<file path="config.mk">
export PLATFORM = sky130hd
export DESIGN_NAME = dmem_access_unit
export DESIGN_NICKNAME = d
export VERILOG_FILES = /design/src/rtl/dmem_access_unit.sv
export SDC_FILE = /design/constraint.sdc
export NUM_CORES = 1
export LEC_CHECK = 0
export ABC_AREA = 1
export BUFFER_PORTS_ARGS = -buffer_cell sky130_fd_sc_hd__clkbuf_2
export CAP_MARGIN = 0
export CELL_PAD_IN_SITES_DETAIL_PLACEMENT = 1
export CELL_PAD_IN_SITES_GLOBAL_PLACEMENT = 1
export CORE_ASPECT_RATIO = 0.7
export CORE_MARGIN = 4
export CORE_UTILIZATION = 37
export CTS_CLUSTER_SIZE = 24
export DETAILED_ROUTE_END_ITERATION = 16
export GPL_ROUTABILITY_DRIVEN = 1
export PLACE_DENSITY_LB_ADDON = 0.3
export SETUP_SLACK_MARGIN = 0.02
export SLEW_MARGIN = 0
export SYNTH_ARGS = -nofsm -noshare
export SYNTH_HDL_FRONTEND = slang
export SYNTH_SLANG_ARGS = --single-unit
</file>
<file path="constraint.sdc">
create_clock -name clk -period 2.5 [get_ports clk]
set_clock_uncertainty 0.15 [all_clocks]
set_input_delay 0.5 -clock clk [delete_from_list [all_inputs] [get_ports clk]]
set_output_delay 0.5 -clock clk [all_outputs]
set_load 0.005 [all_outputs]
</file>
<file path="src/rtl/dmem_access_unit.sv">
// dmem_access_unit: byte/half/word load-store initiator with read-modify-write for sub-word stores
module dmem_access_unit #(
  parameter int ADDR_W = 5
) (
  input  logic              clk,
  input  logic              rst,
  input  logic              req_valid,
  output logic              req_ready,
  input  logic              req_write,
  input  logic [1:0]        req_size,
  input  logic              req_signed,
  input  logic [31:0]       req_addr,
  input  logic [31:0]       req_wdata,
  output logic              resp_valid,
  input  logic              resp_ready,
  output logic [31:0]       resp_rdata,
  output logic              resp_err,
  output logic [ADDR_W-1:0] DMemAddr,
  output logic [31:0]       DMemWData,
  output logic              DMemR,
  output logic              DMemW,
  input  logic [31:0]       DMemRData
);
  typedef enum logic [1:0] {IDLE, READ, WRITE, RESP} state_t;
  state_t state_q, state_d;
  logic              write_q, write_d;
  logic [1:0]        size_q, size_d;
  logic [1:0]        lane_q, lane_d;
  logic              sgn_q, sgn_d;
  logic [31:0]       wdata_q, wdata_d;
  logic [ADDR_W-1:0] addr_q, addr_d;
  logic [31:0]       dw_q, dw_d;
  logic [31:0]       rdata_q, rdata_d;
  logic              err_q, err_d;
  logic              req_err;
  logic [31:0]       rd_shift;
  logic [7:0]        rd_byte;
  logic [15:0]       rd_half;
  logic [31:0]       ld_val;
  logic [31:0]       bmask;
  logic [31:0]       wsh;
  logic [31:0]       merged;
  always_comb begin
    req_err  = (req_size == 2'b11) | (req_size == 2'b01 & req_addr[0]) |
               (req_size == 2'b10 & |req_addr[1:0]) | |req_addr[31:ADDR_W+2];
    rd_shift = DMemRData >> {lane_q, 3'b000};
    rd_byte  = rd_shift[7:0];
    rd_half  = lane_q[1] ? DMemRData[31:16] : DMemRData[15:0];
    ld_val   = size_q == 2'b00 ? {{24{sgn_q & rd_byte[7]}}, rd_byte} :
               size_q == 2'b01 ? {{16{sgn_q & rd_half[15]}}, rd_half} : DMemRData;
    bmask    = size_q == 2'b00 ? 32'h0000_00ff << {lane_q, 3'b000} : 32'h0000_ffff << {lane_q[1], 4'b0000};
    wsh      = size_q == 2'b00 ? wdata_q << {lane_q, 3'b000} : wdata_q << {lane_q[1], 4'b0000};
    merged   = (DMemRData & ~bmask) | (wsh & bmask);
  end
  always_comb begin
    state_d = state_q;
    write_d = write_q;
    size_d  = size_q;
    lane_d  = lane_q;
    sgn_d   = sgn_q;
    wdata_d = wdata_q;
    addr_d  = addr_q;
    dw_d    = dw_q;
    rdata_d = rdata_q;
    err_d   = err_q;
    case (state_q)
      IDLE: if (req_valid) begin
        write_d = req_write;
        size_d  = req_size;
        lane_d  = req_addr[1:0];
        sgn_d   = req_signed;
        wdata_d = req_wdata;
        rdata_d = '0;
        err_d   = req_err;
        if (req_err) begin
          state_d = RESP;
        end else begin
          addr_d  = req_addr[ADDR_W+1:2];
          dw_d    = (req_write && req_size == 2'b10) ? req_wdata : dw_q;
          state_d = (req_write && req_size == 2'b10) ? WRITE : READ;
        end
      end
      READ: begin
        dw_d    = write_q ? merged : dw_q;
        rdata_d = write_q ? rdata_q : ld_val;
        state_d = write_q ? WRITE : RESP;
      end
      WRITE: state_d = RESP;
      RESP: state_d = resp_ready ? IDLE : RESP;
      default: state_d = IDLE;
    endcase
  end
  always_ff @(posedge clk) begin
    if (rst) begin
      state_q <= IDLE;
      write_q <= 1'b0;
      size_q  <= '0;
      lane_q  <= '0;
      sgn_q   <= 1'b0;
      wdata_q <= '0;
      addr_q  <= '0;
      dw_q    <= '0;
      rdata_q <= '0;
      err_q   <= 1'b0;
    end else begin
      state_q <= state_d;
      write_q <= write_d;
      size_q  <= size_d;
      lane_q  <= lane_d;
      sgn_q   <= sgn_d;
      wdata_q <= wdata_d;
      addr_q  <= addr_d;
      dw_q    <= dw_d;
      rdata_q <= rdata_d;
      err_q   <= err_d;
    end
  end
  assign req_ready  = state_q == IDLE;
  assign resp_valid = state_q == RESP;
  assign resp_rdata = rdata_q;
  assign resp_err   = err_q;
  assign DMemAddr   = addr_q;
  assign DMemWData  = dw_q;
  assign DMemR      = (state_q == READ) & ~rst;
  assign DMemW      = (state_q == WRITE) & ~rst;
endmodule

</file>
* Yosys cells after proc, flatten, opt, wreduce, memory -nomap -nowiden
Cells that the tools add are included.
** Operators by class
- Add/subtract/negate cells :: 0
- Multiply operators :: 0
- Divide/modulo/power cells :: 0
- $lt $le $gt $ge :: 0
- Equality and inequality tests :: 12
- Shift operators :: 5
- Muxes and demuxes :: 19
- Bitwise gates (word level) :: 15
- Reductions and logical operators :: 10
** Operator list (number)
- $mux 32 :: 10
- $pmux 32 s2 :: 2
- $and 32x32->32 :: 2
- $shl 32x5->32 :: 2
- $not 32->32 :: 1
- $or 32x32->32 :: 1
- $shl 16x5->32 const A :: 1
- $shl 8x5->32 const A :: 1
- $shr 32x5->8 :: 1
- $reduce_or 25->1 :: 1
- $mux 16 :: 1
- $eq 2x2->1 const B :: 4
- $mux 2 :: 4
- $ne 2x2->1 const B :: 4
- $pmux 2 s4 :: 1
- $and 1x1->1 :: 6
- $eq 2x1->1 const B :: 3
- $reduce_and 3->1 :: 2
- $reduce_and 5->1 :: 1
- $logic_not 2->1 :: 2
- $or 1x1->1 :: 3
- $ne 2x1->1 const B :: 1
- $not 1->1 :: 2
- $reduce_and 2->1 :: 1
- 4 further kinds :: 4
** Storage, ports and cells
- Bits in registers :: 110
- Latch bits :: 0
- Bits in writable memories :: 0
- Bits in read-only memories :: 0
- Bits of input ports :: 104
- Output and inout bits :: 74
- Logic and storage cells :: 71
- Memories kept :: 0

* Depth between registers and ports, before layout
- Depth after elaboration :: 8
- Mapped depth :: 12
- Depth with buffers taken out :: 10

* Worst setup path before layout
OpenSTA, ideal clock, no wires.
- Path kind :: input-to-reg
- Start point :: input req_size[1]
- End point :: register dw_q[30], in the netlist DMemWData[30]
- Setup time :: 0.115 ns
- Data arrival time :: 1.482 ns
- Required time :: 2.235 ns
- Setup slack :: 0.753 ns
- Cell stages on the path :: 10
- Path buffers :: 2
- Cells stage by stage :: o21ai_0 > nand2_1 > nor2_1 > nand3_1 > nand2_1 > buf_4 > buf_2 > nand3_1 > nand2_1 > nor2_1
** On the way
- Longest elaborated chain between the ends :: 7
- Elaborated cells on any way between the ends :: 12
- Those cells by class :: eq/ne (5); bitwise (5); reduce/logical (2)
** RTL lines
- start: declaration :: line 10 : input logic [1:0] req_size,
- $eq 2x1->1 :: line 44 : req_err = (req_size == 2'b11) | (req_size == 2'b01 & req_addr[0]) |
- $and 1x1->1 :: line 44
- $or 1x1->1 (2 in a row) :: line 44
- $or 1x1->1 :: line 45 : (req_size == 2'b10 & |req_addr[1:0]) | |req_addr[31:ADDR_W+2];
- $ne 2x2->1 (no line)
- $reduce_and 5->1 (no line) (*)
- end signal: assignment :: line 113 : dw_q <= dw_d;
- end: declaration :: line 32 : logic [31:0] dw_q, dw_d;
Every way passes the cells marked *; elsewhere a longest branch is shown, timed or not.
A chain may end at the register's enable or synchronous reset.

* Final worst setup path
- Start point :: register size_q[1]
- End point :: register dw_q[20], in the netlist DMemWData[20]
** On the way
- Longest elaborated chain between the ends :: 7
- Elaborated cells on any way between the ends :: 9
- Those cells by class :: mux (4); bitwise (4); reduce/logical (1)
** RTL lines
- start: declaration :: line 27 : logic [1:0] size_q, size_d;
- start signal: assignment :: line 108 : size_q <= size_d;
- $logic_not 2->1 (*) :: line 51, 52
- $mux 32 :: line 51 : bmask = size_q == 2'b00 ? 32'h0000_00ff << {lane_q, 3'b000} : 32'h0000_ffff << {lane_q[1], 4'b0000};
- $not 32->32 :: line 53 : merged = (DMemRData & ~bmask) | (wsh & bmask);
- $and 32x32->32 :: line 53
- $or 32x32->32 (*) :: line 53
- $mux 32 (*) :: line 84 : dw_d = write_q ? merged : dw_q;
- $pmux 32 s2 (*) :: line 66 : case (state_q)
Every way passes the cells marked *; elsewhere a longest branch is shown, timed or not. The select of a mux whose other input is x is not followed.

==> out/qor.txt <==
Status - finished, final reports clean
Fin crit share - 88.36%
Post-synthesis sequential element count - 94
Setup bufs post-CTS - 0
Hold-fix buffers at CTS - 0
Arrival time of data at the critical path endpoint - 2.33 ns
H-tree depth - 3
Area of the core - 0.01419 sq mm
Average wire per cell in the routed design - 16.75 microns
HPWL after detailed placement - 15.47 mm
Ports - 178
Register area share after synthesis - 34.39%
Number of pins exceeding their max-slew limit in the final report - 0
Total instance count after detailed placement - 1209
Final Instance Count excl. Fillers - 1224
Yosys top cell area share - 34.39%
Start point of the worst min-delay path - req_addr[4]
Post-DRT Antenna Nets - 0
Dominant synthesized flop cell - dfxtp_1
Drt pass-1 iters - 5
Post-CTS clock slew at the launch and capture registers of the worst setup and hold paths - 0.07 ns
Final setup violating endpoints - 0
Total track usage - 24.04%
Area grow syn2layout - 23.26%
Overflow left after global routing - 0
Cell area reported after detailed placement - 0.006431 sq mm
TritonCTS clock tree - yes
R2R Path End - DMemWData[20]
Number of diodes - 0
PostCTS Resize Cnt - 0
Crit Reg-Reg Startpoint - size_q[1]
Endpoint of the worst hold path - DMemAddr[2]
Die X - 153.3 microns
Count of input and output buffers - 177
Critical Path End Type - flop
Share of cells above drive strength 1 - 21.57%
Starting utilization of the core area - 38.56%
Final Hold Vio Count - 0
Peak VDD IR - 0.0003598 V
Full die area - 0.01683 sq mm
Final-stage net count - 1134
Async set-or-reset flop fraction in the synthesized netlist - 0%
Maximum number of pins on one net before global-route repair - 66
Crit path launch - size_q[1]
Final core area utilization - 47.53%
Yosys warning count - 0
Maximum buffer depth of the clock tree - 2
Placer congestion estimate - 0.8798
Reported leakage power - 3.393 nW
Achievable clock frequency - 0.4527 GHz
Clock buffer count from CTS - 9
Via count of the first global-routing pass - 6270
Synth top area cells - dfxtp_1 34%, nand2_1 14%, nor2_1 11%, a21oi_1 10%, nand3_1 8.3%
Register-to-register setup slack - 0.29 ns
Number of distinct library cells after synthesis - 30
Drt drc - 0
WP data required - 2.62 ns
Hold Crit Depth - 3
Design Area, Final - 0.006744 sq mm
Filler Cells Inserted - 1996
Final worst path period need - 2.209 ns
CTS Root Cell - clkbuf_16
Source-to-sink clock delay at the later pin of the worst-skew pair - 0.35 ns
Vertical extent of the die - 109.7 microns
Most area-hungry cell type in the Yosys netlist - dfxtp_1
Via-per-instance ratio - 5.189
Mean area per synthesized cell - 6.169 sq um
Starting DRT DRC Count - 378
Final wirelength - 20.50 mm
Setup repair after global routing missed its margin - no
Synthesized net count - 991
Critical setup path kind - reg2reg
Max-cap check violation count - 0
Synthesized cell area - 0.005471 sq mm
Via count - 6351
Setup TNS - 0 ns
Global-route wire length before repair - 32.57 mm
Syn Inst Count - 887
Leading cell type by number of instances after synthesis - nand2_1
Worst hold slack across all endpoints - 0.2247 ns
Pwr dens - 661.6 mW/mm^2
Nature of the critical path startpoint - flop
Actual transition at the worst max-transition pin - 0.7001 ns
EDFF count, synth - 0
Maximum fanout along the worst path - 26
Headroom to the max-slew limit - 53.28%
Cell depth of the worst flop-to-flop path - 9
Std-Cell Rows - 36
Most used standard cells in the synthesized netlist - 205 x nand2_1, 157 x nor2_1, 110 x a21oi_1
Number of clock sinks - 94
Tightest Hold Check Type - in2reg
Antenna violations before repair - 1
-- per-stage QoR --
step	setup slack (ns)	power, mW
final	0.2910	4.462
after global routing	0.1276	4.712
after CTS	0.3222	4.477
after detailed placement	0.3447	2.983
after global placement	0.4010	2.958
after floorplan	0.7531	2.566
-- state kept, by name, summed over array words and instances, names as in the netlist, 2 cells and up --
| register | flops |
|---|---|
| lane_q | 2 |
| DMemAddr | 5 |
| state_q | 2 |
| size_q | 2 |
| DMemWData | 32 |
| wdata_q | 16 |
| resp_rdata | 32 |
-- routing by layer --
metal	wire length (microns)	vias to the layer above	part of all wire (%)	track usage, %
met5	13	-	0.063	0
met4	235	2	1.1	5.608
met3	1634	19	8.0	5.429
met2	9019	201	44	37.41
met1	9595	2985	47	34.09
li1	-	3144	-	-
-- cells in the final DEF (no fill, tap or decap) --
cell	Yosys	layout
nand2_1	205	204
clkbuf_2	0	177
nor2_1	157	157
a21oi_1	110	110
dfxtp_1	94	94
nand3_1	91	91
inv_1	71	71
o21ai_0	51	51
buf_4	10	15
a22oi_1	9	9
clkbuf_16	0	9
mux2i_1	8	8
o2111ai_1	7	7
nand2_2	4	5
buf_12	0	4
nor2_2	3	3
bufinv_16	0	2
clkinvlp_4	0	2
nor3_1	1	1
nor2_4	1	1
o21ai_2	1	1
inv_4	1	1
inv_2	1	1
o211ai_2	1	1
o21ai_1	1	1
clkinv_1	1	1
nand4_1	1	1
a211oi_1	1	1
o31ai_1	1	1
a31oi_1	1	1
o211ai_1	1	1
inv_6	0	1
clkbuf_1	20	1
-- power by group --
group / internal, mW / switching, mW
Combinational: 0.451 / 0.790
Clock: 0.876 / 0.624
Sequential: 1.62 / 0.100
-- cell families after synthesis --
group                  synth area share (%)
and+or+nand+nor                       34.37
AOI/OAI and AO/OA                     18.09
buffers and inverters                 11.69
DFF                                   34.39
muxes                                 1.464
-- worst max-delay path, stage by stage (launching register included) --
cell and delay, ns:
dfxtp_1 0.34, nor2_1 0.36, nand2_2 0.41, nand2_1 0.36, nand2_1 0.11, nand2_1 0.10, a21oi_1 0.07, nand3_1 0.08
nand2_1 0.05, nor2_1 0.11
-- worst max-delay path by stage --
| stage | to | slack [ns] |
|---|---|---|
| floorplan | DMemWData[30] | 0.75 |
| global placement | DMemWData[24] | 0.40 |
| detailed placement | DMemWData[20] | 0.34 |
| CTS | DMemWData[20] | 0.32 |
| global route | DMemWData[18] | 0.13 |
| finish | DMemWData[20] | 0.29 |
-- layout make-up --
cell class,instances,area (sq um),area share [%]
flip-flops and latches,94,1882,27.90
inverters,74,280.3,4.156
repair buffers,196,1079,15.99
multi-input cells,655,2953,43.78
clock buffers,10,229.0,3.395
well taps,190,237.7,3.525
clock inverters,5,83.83,1.243
No activity file was read; power rests on OpenSTA's default activity.
